--- src/rtl/output_serializer.sv ---
// Two-slot bundle buffer that unpacks P-lane bundles into a stream of single
// samples, lane 0 first, with ready/valid handshakes on both sides.
module output_serializer #(
    parameter int WIDTH = 8,
    parameter int P     = 4,
    parameter int LOGP  = 2
) (
    input  logic                    clk,
    input  logic                    reset,
    input  logic [P*WIDTH-1:0]      s_data_in_y,
    input  logic                    s_valid_y,
    output logic                    s_ready_y,
    output logic signed [WIDTH-1:0] m_data_out_y,
    output logic                    m_valid_y,
    input  logic                    m_ready_y,
    output logic                    m_last_y
);

    localparam logic [LOGP-1:0] LAST_LANE = LOGP'(P - 1);

    logic [1:0]         count_q, count_d;
    logic               wr_ptr_q, wr_ptr_d;
    logic               rd_ptr_q, rd_ptr_d;
    logic [LOGP-1:0]    lane_q, lane_d;
    logic [P*WIDTH-1:0] slot0_q, slot0_d;
    logic [P*WIDTH-1:0] slot1_q, slot1_d;
    logic [P*WIDTH-1:0] rd_slot;
    logic               accept;
    logic               xfer;
    logic               final_xfer;

    // Handshake status comes from registered occupancy only, so there is no
    // combinational path between the two sides.
    assign s_ready_y = (count_q < 2'd2);
    assign m_valid_y = (count_q != 2'd0);
    assign m_last_y  = m_valid_y && (lane_q == LAST_LANE);

    always_comb begin
        accept     = s_valid_y && s_ready_y;
        xfer       = m_valid_y && m_ready_y;
        final_xfer = xfer && (lane_q == LAST_LANE);

        count_d  = count_q;
        wr_ptr_d = wr_ptr_q;
        rd_ptr_d = rd_ptr_q;
        lane_d   = lane_q;
        slot0_d  = slot0_q;
        slot1_d  = slot1_q;

        if (accept) begin
            if (wr_ptr_q) begin
                slot1_d = s_data_in_y;
            end else begin
                slot0_d = s_data_in_y;
            end
            wr_ptr_d = ~wr_ptr_q;
        end

        if (final_xfer) begin
            lane_d   = '0;
            rd_ptr_d = ~rd_ptr_q;
        end else if (xfer) begin
            lane_d = lane_q + 1'b1;
        end

        case ({accept, final_xfer})
            2'b10:   count_d = count_q + 2'd1;
            2'b01:   count_d = count_q - 2'd1;
            default: count_d = count_q;
        endcase
    end

    always_comb begin
        rd_slot = rd_ptr_q ? slot1_q : slot0_q;
        if (m_valid_y) begin
            m_data_out_y = rd_slot[int'(lane_q)*WIDTH +: WIDTH];
        end else begin
            m_data_out_y = '0;
        end
    end

    always_ff @(posedge clk or posedge reset) begin
        if (reset) begin
            count_q  <= 2'd0;
            wr_ptr_q <= 1'b0;
            rd_ptr_q <= 1'b0;
            lane_q   <= '0;
        end else begin
            count_q  <= count_d;
            wr_ptr_q <= wr_ptr_d;
            rd_ptr_q <= rd_ptr_d;
            lane_q   <= lane_d;
        end
    end

    // Slot contents are only ever read while count marks them occupied,
    // so they carry no reset.
    always_ff @(posedge clk) begin
        slot0_q <= slot0_d;
        slot1_q <= slot1_d;
    end

endmodule

--- config.mk ---
export PLATFORM = sky130hd
export DESIGN_NAME = output_serializer
export DESIGN_NICKNAME = d
export VERILOG_FILES = /design/src/rtl/output_serializer.sv
export SDC_FILE = /design/constraint.sdc
export NUM_CORES = 1
export LEC_CHECK = 0
export BUFFER_PORTS_ARGS = -buffer_cell sky130_fd_sc_hd__buf_2
export CORE_AREA = 5 5 85 87
export CTS_BUF_LIST = sky130_fd_sc_hd__clkbuf_16
export DETAILED_ROUTE_END_ITERATION = 8
export DIE_AREA = 0 0 90 92
export PLACE_DENSITY = 0.62
export SLEW_MARGIN = 15
export SYNTH_ARGS = -nofsm -noshare
export SYNTH_HDL_FRONTEND = slang
export SYNTH_SLANG_ARGS = --single-unit
--- constraint.sdc ---
create_clock -name clk -period 7.2 [get_ports clk]
set_input_delay 1.08 -clock clk [delete_from_list [all_inputs] [get_ports clk]]
set_output_delay 1.08 -clock clk [all_outputs]
set_load 0.05 [all_outputs]
Word level (Yosys, flattened, before mapping):

Cells that the tools add are included.
Widths: inputs -> output; s select.

* $add $sub $neg: 3
* multiply operators: 0
* divide/modulo/power cells: 0
* magnitude comparators: 1
* equal/unequal tests: 3
* shift operators: 1
* multiplexer cells: 5
* bitwise logic cells: 2
* reductions and logical operators: 9

Operators with widths (count)
* $mux 32: 1
* $shiftx 32x6->8: 1
* $mux 8: 1
* $reduce_bool 2->1: 3
* $add 2x1->2 const B: 2
* $eq 2x2->1 const B: 2
* $logic_and 1x1->1: 4
* $mux 2: 2
* $pmux 2 s2: 1
* $reduce_and 2->1: 2
* $eq 2x1->1 const B: 1
* $lt 2x2->1 const B: 1
* $not 1->1: 2
* $sub 2x1->2 const B: 1

* register bits after elaboration: 70
* bits in latches: 0
* memory bits (writable): 0
* ROM bits: 0
* input bits: 36
* output and inout bits: 11
* logic and storage cells: 30
* memories: 0

Logic depth before layout (Yosys ltp):

* word-level depth: 5
* mapped depth: 6
* depth with buffers taken out: 6

Worst setup path after synthesis:

OpenSTA, ideal clock, no wires.

* path kind: in2reg
* start: in s_valid_y
* end: reg slot0_q[0], enable pin
* library setup time: 421 ps
* arrival time: 2564 ps
* data required time: 6779 ps
* slack: 4215 ps
* stages: 2
* buffers on the path: 0
* cells stage by stage: nand2_1 > nor2_1

* word-level cells in the longest chain between the ends: 2

RTL lines
* start, declared: RTL line 11 `input logic s_valid_y,`
* $logic_and 1x1->1: RTL line 39 `accept = s_valid_y && s_ready_y;`
* $reduce_and 2->1 (no line)
* end signal, assigned: RTL line 99 `slot0_q <= slot0_d;`
* end, declared: RTL line 25 `logic [P*WIDTH-1:0] slot0_q, slot0_d;`

Every way passes these cells.
A chain may end at the register's enable or synchronous reset.

Worst setup path after layout:

* start: reg rd_ptr_q
* end: out m_data_out_y[1]

* word-level cells in the longest chain between the ends: 3

RTL lines
* start, declared: RTL line 23 `logic rd_ptr_q, rd_ptr_d;`
* start signal, assigned: RTL line 91 `rd_ptr_q <= rd_ptr_d;`
* $mux 32: RTL line 74 `rd_slot = rd_ptr_q ? slot1_q : slot0_q;`
* $shiftx 32x6->8: RTL line 76 `m_data_out_y = rd_slot[int'(lane_q)*WIDTH +: WIDTH];`
* $mux 8: RTL line 75 `if (m_valid_y) begin`
* end, declared: RTL line 13 `output logic signed [WIDTH-1:0] m_data_out_y,`

Every way passes these cells.

==> metrics list <==
- The repair_antennas step left the layout with diodes totalling 0.
- TritonCTS created 9 clock buffers.
* Average detailed-routed wire length per instance: 18.35 um
- Area growth, synth to finish: 20.60%
- Die Outline Area: 8280 um2
- For this design the top-level I/O count stands at 47.
- At the end of the flow the core is filled with cells to 0.5392.
* DRC violations left: 0
- The first global-routing pass estimated 8.383 mm of wire.
* Via count of the first global-routing pass: 1619
- Remaining antenna violation count after routing: 0
* Clock Tree Buf Depth: 2
- Remaining global-route overflow: 0
- The max-slew violation total from the final report came to 0.
- Data on the critical path is required at its endpoint by 6.12 ns.
- Width of the chip: 90 um
- Crit-path cells: mux2i_1, a22oi_1, and3_1, buf_2
- After synthesis the cells add up to 2806 um2.
* Sinks on the clock net: 70
- The tree is rooted in a clkbuf_16.
- Counting both buffers and inverters, the worst setup path holds a total of 1.
- Startpoint of the lowest-slack register-to-register path: count_q[0]
* Area of the placeable core: 6277 um2
- In this run the number of cells on the critical path is 4.
- In this run, post-CTS hold repair placed 0 buffers.
- Run status: completed
* Number of standard cells after synthesis: 158
- Share of the clock period used by the worst path: 0.4613
- The number of hold-slack violations in the final timing report was 0.
- Total power: 1.629 mW
- Summed over all cells, the static leakage comes to 1.325 nW.
- Timing would allow up to 301.1 MHz.
- The worst setup path is captured at a primary output.
* Worst slew slack as a fraction of its limit: 0.3613
- Setup Total Neg Slack: 0 ns
- During synthesis, Yosys emitted a total of 0 warnings.
- Entering global routing, the biggest net connects 34 pins.
* H-tree depth: 3
- The worst register-to-register path ends at count_q[1].
- Average instance area after synthesis: 17.76 um2
- Crit path launch: rd_ptr_q
- VDD sags by at most 0.0002861 V.
- The die is 92 um tall.
- Initial cell density of the core: 0.4471
- For the pin with the worst max-slew slack, the measured transition is 0.9580 ns.
- The min-delay analysis places its worst path in the category reg -> reg.
- Std cell rows: 29
- Post-place instance area: 3072 um2
- Across every metal layer, demand over resource in global routing totals 0.1349.
* Buffer count from post-CTS setup fixing: 0
* Detailed-route via count: 1495
- The setup check on the worst reg-to-reg path leaves a slack of 5.48 ns.
- GPL Wtd Cong: 0.8021
- After clock tree synthesis, the clock-pin slew on the worst setup and hold paths is 0.05 ns.
* Initial antenna violation count: 0
- Worst path max stage delay: 0.99 ns
- The clock period could shrink to 3.321 ns.
- Layout cell share with drive strength beyond 1: 0.3037
- The critical path in this run is classified as reg -> out.
* Syn_nets: 196
- Summing all multi-input logic gate instances after layout gives 649.4 um2.
* Clock network latency to the later pin of the worst-skew pair: 0.32 ns
- Power density over cell area: 481.2 nW/um2
- Max-cap violations in this run came to 0.
* TritonCTS clock tree: yes
- STA puts the critical path data arrival time at 2.24 ns.
- Vias per cell: 5.137
- Before antenna repair, the detailed router went through 4 iterations.
- Buffers placed on the I/O ports in this run total 46.
- Setup violations remaining at the end of the flow were counted as 0.
- Net total in the final layout: 247
- For this block, the initial DRC count from the detailed router was 84.
- Part of the Yosys area used for sequential elements: 0.7383
* Reg area: 2073 um2
- Critical path's slowest cell: dfrtp_2
- Worst Path Max Fanout: 33
- Setup slack closes at 3.879 ns.
- Drt total wl: 5.340 mm
- Among cell families on the critical path, the largest total delay comes from flip-flops.
* End point of the critical path: m_data_out_y[1]
- Setup repair after global routing left no endpoint under its margin.
- Counting distinct cell types in the post-synthesis netlist gives 22.
- Startpoint class of the critical path: flip-flop
* Number of filler instances in the final layout: 515
* Final standard cell area without fillers: 3385 um2
* Detailed Place HPWL: 3.497 mm
- In this run, post-CTS repair resized a total of 0 instances.
* Count of state elements after synthesis: 70
- Worst r2r path cells: 5
* Worst slack at placement: 4.194 ns
- Between clock sinks in the finished design, the worst skew comes to 0.003325 ns.
[worst min path at each step]
stage	depth (start not counted)	slack (ns)	start	endpoint
floorplan	1	0.46	wr_ptr_q	wr_ptr_q
global placement	1	0.49	wr_ptr_q	wr_ptr_q
detailed placement	1	0.51	wr_ptr_q	wr_ptr_q
CTS	1	0.52	wr_ptr_q	wr_ptr_q
global route	1	0.57	count_q[0]	count_q[0]
finish	1	0.52	wr_ptr_q	wr_ptr_q
[cell usage in the layout (no fill, tap or decap), drive strengths merged]
cell type / netlist / final
a21o: 1 / 1
a22oi: 16 / 16
and2: 2 / 2
and3: 10 / 10
buf: 4 / 48
bufinv: 0 / 2
clkbuf: 4 / 9
clkinv: 0 / 3
clkinvlp: 0 / 1
dfrtp: 6 / 6
edfxtp: 64 / 64
ha: 2 / 2
inv: 2 / 3
mux2: 1 / 1
mux2i: 32 / 32
nand2: 1 / 1
nor2: 3 / 3
nor2b: 2 / 2
nor3: 1 / 1
o21ai: 1 / 1
or2: 1 / 1
xnor2: 4 / 4
xor2: 1 / 1
[routing by layer]
layer / share of wire / track usage
met1: 0.42 / 0.1618
met5: 0 / 0
met3: 0.065 / 0.05074
met4: 0.012 / 0.06079
met2: 0.50 / 0.2171
[synthesized netlist by cell type]
master / n / area [um2]
and2_1: 2 / 12.51
inv_1: 2 / 7.510
edfxtp_1: 64 / 1922
clkbuf_2: 2 / 10.01
mux2_2: 1 / 11.26
o21ai_0: 1 / 5.000
clkbuf_1: 2 / 7.510
or2_2: 1 / 6.260
nor3_1: 1 / 5.000
xnor2_1: 4 / 35.03
a22oi_1: 16 / 120.1
nand2_1: 1 / 3.750
nor2b_1: 2 / 12.51
xor2_1: 1 / 8.760
buf_6: 2 / 22.52
mux2i_1: 32 / 320.3
ha_1: 2 / 25.02
nor2_1: 3 / 11.26
and3_1: 10 / 62.56
buf_12: 2 / 40.04
a21o_1: 1 / 7.510
dfrtp_1: 6 / 150.1
[where the power goes]
group          total [mW]  internal (mW)  switching [mW]
combinational       0.558          0.188           0.370
clock               0.456          0.300           0.156
sequential          0.614          0.537          0.0774
total                1.63           1.03           0.604
[stage by stage]
step                      hold slack (ns)  instances
after global routing               0.5699        291
after detailed placement           0.5054        275
final                              0.5156        291
after CTS                          0.5156        291
after floorplan                    0.4604        158
after global placement             0.4944        275
[registers in the layout, indices dropped and copies added, names as in the netlist]
signal    flops
wr_ptr_q      1
rd_ptr_q      1
slot0_q      32
lane_q        2
count_q       2
slot1_q      32
[kinds of logic (layout without fill, tap and decap cells)]
| group | count (synthesis) | in the layout | synth area share |
|---|---|---|---|
| adder cells (fa/ha/maj) | 2 | 2 | 0.008915 |
| flip-flops | 70 | 70 | 0.7383 |
| AO/OA/AOI/OAI | 18 | 18 | 0.04726 |
| XOR/XNOR | 5 | 5 | 0.01560 |
| buffers and inverters | 10 | 66 | 0.03121 |
| AND/OR/NAND/NOR | 20 | 20 | 0.04057 |
| multiplexers | 33 | 33 | 0.1181 |
[final cells by class]
class	instances	area share
clock buffers	9	0.06654
clock inverters	7	0.02588
inverters	2	0.002218
multi-input cells	78	0.1919
flip-flops and latches	70	0.6126
well taps	77	0.02847
repair buffers	48	0.07246
Note: power is estimated with default switching activity, not from simulation.
